===== src/rtl/sle_pipe.sv =====
// WIDTH x DEPTH shift pipeline of SLE-style registers (async load, enable, sync load)
// with per-stage valid bits and occupancy count. Define SLE_PIPE_PARITY_EN for per-stage parity with sticky par_err.
module sle_pipe #(
  parameter int unsigned      WIDTH     = 8,
  parameter int unsigned      DEPTH     = 4,
  parameter logic [WIDTH-1:0] ALOAD_VAL = '0,
  parameter logic [WIDTH-1:0] SLOAD_VAL = '0
) (
  input  logic                         clk,
  input  logic                         aln,
  input  logic                         en,
  input  logic                         sln,
  input  logic [WIDTH-1:0]             d,
  input  logic                         d_valid,
  output logic [WIDTH-1:0]             q,
  output logic                         q_valid,
  output logic [WIDTH*DEPTH-1:0]       q_all,
  output logic [$clog2(DEPTH+1)-1:0]   count,
  output logic                         full,
  output logic                         empty,
  output logic                         par_err
);

  localparam int unsigned CW = $clog2(DEPTH+1);

  logic [DEPTH-1:0][WIDTH-1:0] data_q, data_d;
  logic [DEPTH-1:0]            vld_q, vld_d;
  logic [CW-1:0]               count_q, count_d;

  always_comb begin
    data_d  = data_q;
    vld_d   = vld_q;
    count_d = count_q;
    if (en) begin
      if (!sln) begin
        for (int unsigned k = 0; k < DEPTH; k++) data_d[k] = SLOAD_VAL;
        vld_d   = '0;
        count_d = '0;
      end else begin
        data_d[0] = d;
        vld_d[0]  = d_valid;
        for (int unsigned k = 1; k < DEPTH; k++) begin
          data_d[k] = data_q[k-1];
          vld_d[k]  = vld_q[k-1];
        end
        // count tracks popcount(vld); it cannot exceed DEPTH, so no wrap guard is needed
        count_d = count_q + CW'(d_valid) - CW'(vld_q[DEPTH-1]);
      end
    end
  end

  always_ff @(posedge clk or negedge aln) begin
    if (!aln) begin
      for (int unsigned k = 0; k < DEPTH; k++) data_q[k] <= ALOAD_VAL;
      vld_q   <= '0;
      count_q <= '0;
    end else begin
      data_q  <= data_d;
      vld_q   <= vld_d;
      count_q <= count_d;
    end
  end

  assign q       = data_q[DEPTH-1];
  assign q_valid = vld_q[DEPTH-1];
  assign q_all   = data_q;
  assign count   = count_q;
  assign full    = (count_q == CW'(DEPTH));
  assign empty   = (count_q == '0);

`ifdef SLE_PIPE_PARITY_EN
  logic [DEPTH-1:0] par_q, par_d;
  logic             par_err_q, par_err_d;

  always_comb begin
    par_d     = par_q;
    par_err_d = par_err_q;
    if (en) begin
      if (!sln) begin
        par_d     = {DEPTH{^SLOAD_VAL}};
        par_err_d = 1'b0;
      end else begin
        par_d[0] = ^d;
        for (int unsigned k = 1; k < DEPTH; k++) par_d[k] = par_q[k-1];
        // Checked on the word leaving the pipe, before it is overwritten
        if (vld_q[DEPTH-1] && ((^data_q[DEPTH-1]) != par_q[DEPTH-1])) par_err_d = 1'b1;
      end
    end
  end

  always_ff @(posedge clk or negedge aln) begin
    if (!aln) begin
      par_q     <= {DEPTH{^ALOAD_VAL}};
      par_err_q <= 1'b0;
    end else begin
      par_q     <= par_d;
      par_err_q <= par_err_d;
    end
  end

  assign par_err = par_err_q;
`else
  assign par_err = 1'b0;
`endif

endmodule


===== config.mk =====
export PLATFORM = sky130hd
export DESIGN_NAME = sle_pipe
export DESIGN_NICKNAME = d
export VERILOG_FILES = /design/src/rtl/sle_pipe.sv
export SDC_FILE = /design/constraint.sdc
export NUM_CORES = 1
export LEC_CHECK = 0
export ABC_AREA = 1
export CORE_ASPECT_RATIO = 0.75
export CORE_MARGIN = 3
export CORE_UTILIZATION = 30
export CTS_BUF_LIST = sky130_fd_sc_hd__clkbuf_8
export DETAILED_ROUTE_END_ITERATION = 7
export GPL_TIMING_DRIVEN = 0
export SKIP_LAST_GASP = 1
export SLEW_MARGIN = 20
export SYNTH_ARGS = -nofsm -noshare
export SYNTH_HDL_FRONTEND = slang
export SYNTH_SLANG_ARGS = --single-unit

===== constraint.sdc =====
create_clock -name clk -period 2.3 [get_ports clk]
set_input_delay 0.345 -clock clk [delete_from_list [all_inputs] [get_ports clk]]
set_output_delay 0.345 -clock clk [all_outputs]
set_load 0.02 [all_outputs]

# Word-level counts from Yosys, hierarchy flattened
# Cells that the tools add are included.
# totals
regBits,39
in_bits,13
out_inout_bits,47
elab_cells,13
# classes
add_sub_neg,2
n_eq_ne,1
mux,3
reduce_logical,1
# ops
cell,count
two-way mux 32 bit,1
two-way mux 4 bit,1
adder 3 x 1 -> 3 bit,1
equality test 3 bit (second input constant),1
zero test 3 bit,1
two-way mux 3 bit,1
subtractor 3 x 1 -> 3 bit,1

# Logic depth before layout (Yosys ltp)
# depth
depth_word,3
ltp_mapped,10
ltp_nobuf,10

# Worst setup path before layout
# OpenSTA, ideal clock, no wires.
# synth_path
path_type,register to register
from,"register count_q[0], in the netlist count[0]"
to,"register count_q[2], in the netlist count[2]"
setup_time_ns,0.117
arrival_time_ns,1.577
setup_slack_ns,0.606
path_stages_with_launch,11
path_buffers,0
cell_sequence,dfrtp_1 > inv_1 > ha_1 > inv_1 > ha_1 > inv_1 > fa_1 > inv_1 > nand2_1 > nand3_1 > nand2_1
# synth_via
elab_chain_len,3
# synth_lines
element,line_no,text
"start, declared",28,"logic [CW-1:0] count_q, count_d;"
"start signal, assigned",60,count_q <= count_d;
adder 3 x 1 -> 3 bit,47,count_d = count_q + CW'(d_valid) - CW'(vld_q[DEPTH-1]);
subtractor 3 x 1 -> 3 bit,47,
two-way mux 3 bit,35,if (!sln) begin
# Every way passes these cells.
# A chain may end at the register's enable or synchronous reset.

# Worst setup path after layout
# layout_path
from,"register count_q[1], in the netlist count[1]"
to,output empty
# layout_via
elab_chain_len,1
# layout_lines
element,line_no,text
zero test 3 bit,69,assign empty = (count_q == '0);
"end, declared",20,"output logic empty,"
# Every way passes these cells.

==> impl_metrics.json <==
{
  "fin_skew_ns": 0.00395,
  "dr.pass1.iters": 4,
  "drt-initial-drc-count": 44,
  "drc": 0,
  "die_h_um": 72.0,
  "rr_startpoint": "count[0]$_DFFE_PN0P_",
  "finalWorstSetupSlack_ns": 0.293,
  "placed_cell_area_sq_um": 2430,
  "layout_commonest_cell": "clkdlybuf4s50_1",
  "worstPathArrival_ns": 1.66,
  "grt_usage_pct": 11.8,
  "seq_area_frac_synth_pct": 56.1,
  "cp-endpoint": "empty",
  "mostFrequentLayoutCells": "clkdlybuf4s50_1 (57), dfrtp_1 (39), inv_1 (36)",
  "antenna_found_initial": 0,
  "path_clk_slew_ns": 0.07,
  "min_path_type": "in2async",
  "worstPathRequired_ns": 1.96,
  "wirelength_mm": 3.87,
  "die_w_um": 94.0,
  "coreArea_sq_um": 5470,
  "cts_max_path_buffers": 2,
  "hold_violations": 0,
  "syn2layout_area_growth_pct": 44.9,
  "drv_slew": 0,
  "max_freq_ghz": 0.498,
  "std_cell_rows": 23,
  "grt_overflow": 0,
  "drive_above_1_share_pct": 18.7,
  "cpPeakStageDelay_ns": 0.61,
  "grt_use_met1_pct": 17.4,
  "gp_congestion": 0.723,
  "critical_path_class": "reg2out",
  "gr-usage-met2_pct": 15.8,
  "rsz0062_at_grt": "no",
  "crit_chain": "inv_1, nand2_1, nor2_1, clkdlybuf4s50_1",
  "initial_utilization_pct": 31.8,
  "diodes": 0,
  "nNetsFinal": 245,
  "critPathLaunch": "count[1]$_DFFE_PN0P_",
  "path_depth": 4,
  "synth_area_sq_um": 1740,
  "rr_endpoint": "count[2]$_DFFE_PN0P_",
  "ant_nets": 0,
  "grt_first_pass_wirelength_mm": 6.12,
  "ir_drop_mv": 0.281,
  "status": "finished, final reports clean",
  "ys_types": 16,
  "crit_slowest_cell": "clkdlybuf4s50_1",
  "syn_nets": 178,
  "tritoncts": "built",
  "dp_slack_ns": 0.534,
  "leakage_nw": 1.11,
  "utilization_pct": 46.1,
  "cp_max_fo": 5,
  "cts-root-buf": "clkbuf_8",
  "clock_sinks": 39,
  "design_area_sq_um": 2520,
  "ys_ff_latch": 39,
  "fin_crit_ns": 2.01,
  "syn_area_per_cell_sq_um": 10.7,
  "routedWlPerCell_um": 12.7,
  "ios": 60,
  "setup_viol_count_final": 0,
  "cp_top_family": "buffers and inverters",
  "reg2reg_setup_slack_ns": 0.63,
  "cp_num_buf_inv": 2,
  "total_power_mw": 1.60,
  "grt-busiest-layer": "met1",
  "cts_resized": 0,
  "grt_max_degree": 30,
  "yosys_warnings": 0,
  "critPathLaunchType": "flop",
  "synthCells": 162,
  "dieArea_sq_um": 6760,
  "hpwl_mm": 2.96,
  "r2r_cells": 10,
  "clock_latency_ns": 0.28,
  "grtUsageMet3_pct": 4.97,
  "via_per_inst": 4.18,
  "drv_cap": 0,
  "portBuffers": 58,
  "power_density_nw_per_um2": 634,
  "finalCritPeriodShare_pct": 87.3,
  "grt_pass1_vias": 1189,
  "hold_ws_ns": 0.467,
  "cts_buffers": 5,
  "cts_max_level": 2,
  "cp-end-kind": "output pin",
  "vias": 1274
}
## cell type report
type	instances	area, sq um
Multi-Input combinational cell	72	502
Timing Repair Buffer	60	606
Inverter	35	131
Clock buffer	5	68.8
Fill cell	537	2950
Buffer	16	131
Tap cell	75	93.8
Sequential cell	39	976
Clock inverter	3	12.5
## how the worst min path moves through the flow
stage | startpoint | endpoint | slack [ns] | cells past startpoint
2_1_floorplan | aln | count[0]$_DFFE_PN0P_ | 0.05 | 0
3_3_place_gp | vld_q[0]$_DFFE_PN0P_ | vld_q[1]$_DFFE_PN0P_ | 0.49 | 2
3_5_place_dp | aln | count[0]$_DFFE_PN0P_ | 0.25 | 1
4_1_cts | aln | q_all[7]$_DFFE_PN0P_ | 0.46 | 2
5_1_grt | aln | count[0]$_DFFE_PN0P_ | 0.49 | 2
6_report | aln | count[0]$_DFFE_PN0P_ | 0.47 | 2
## kinds of logic after synthesis
| kind of cell | Yosys count | share of synthesized area [%] |
|---|---|---|
| other | 1 | 0.215 |
| buffers and inverters | 51 | 15.1 |
| AND/OR/NAND/NOR | 30 | 6.69 |
| flip-flops | 39 | 56.1 |
| adder cells (fa/ha/maj) | 3 | 2.59 |
| AO/OA/AOI/OAI | 38 | 19.3 |
## metal layers
metal | wire length, um | up-vias
li1 | - | 638
met1 | 1960 | 589
met2 | 1580 | 42
met3 | 298 | 5
met4 | 29 | 0
met5 | 0 | -
## synth_stat cells
| cell type | instances | area (sq um) |
|---|---|---|
| clkinv_1 | 1 | 3.75 |
| o22ai_2 | 19 | 238 |
| buf_4 | 11 | 82.6 |
| dfrtp_1 | 39 | 976 |
| ha_1 | 2 | 25.0 |
| buf_6 | 4 | 45.0 |
| fa_1 | 1 | 20.0 |
| o21ai_2 | 1 | 8.76 |
| nand3_1 | 2 | 10.0 |
| nor3_1 | 1 | 5.00 |
| conb_1 | 1 | 3.75 |
| inv_1 | 34 | 128 |
| nor2_1 | 1 | 3.75 |
| clkbuf_1 | 1 | 3.75 |
| o21ai_0 | 18 | 90.1 |
| nand2_1 | 26 | 97.6 |
## power by group
part | switching, mW | total [mW] | internal, mW
logic | 0.215 | 0.403 | 0.188
registers | 0.0340 | 0.766 | 0.732
clock network | 0.226 | 0.430 | 0.204
## per-stage QoR
stage / instances / TNS (ns)
after global routing: 305 / 0
after CTS: 305 / 0
after detailed placement: 296 / 0
after global placement: 295 / -7.08
after floorplan: 162 / 0
final: 305 / 0
## sequential cells by signal, indices dropped and copies added (netlist names)
name / flops
q_all: 24
q: 8
vld_q: 4
count: 3
## timing repair
action                                  CTS  global route
endpoints found under the hold margin    10             0
hold buffers                              1             0
setup buffers                             0             0
endpoints found under the setup margin    0             0
Note: power is estimated with default switching activity, not from simulation.
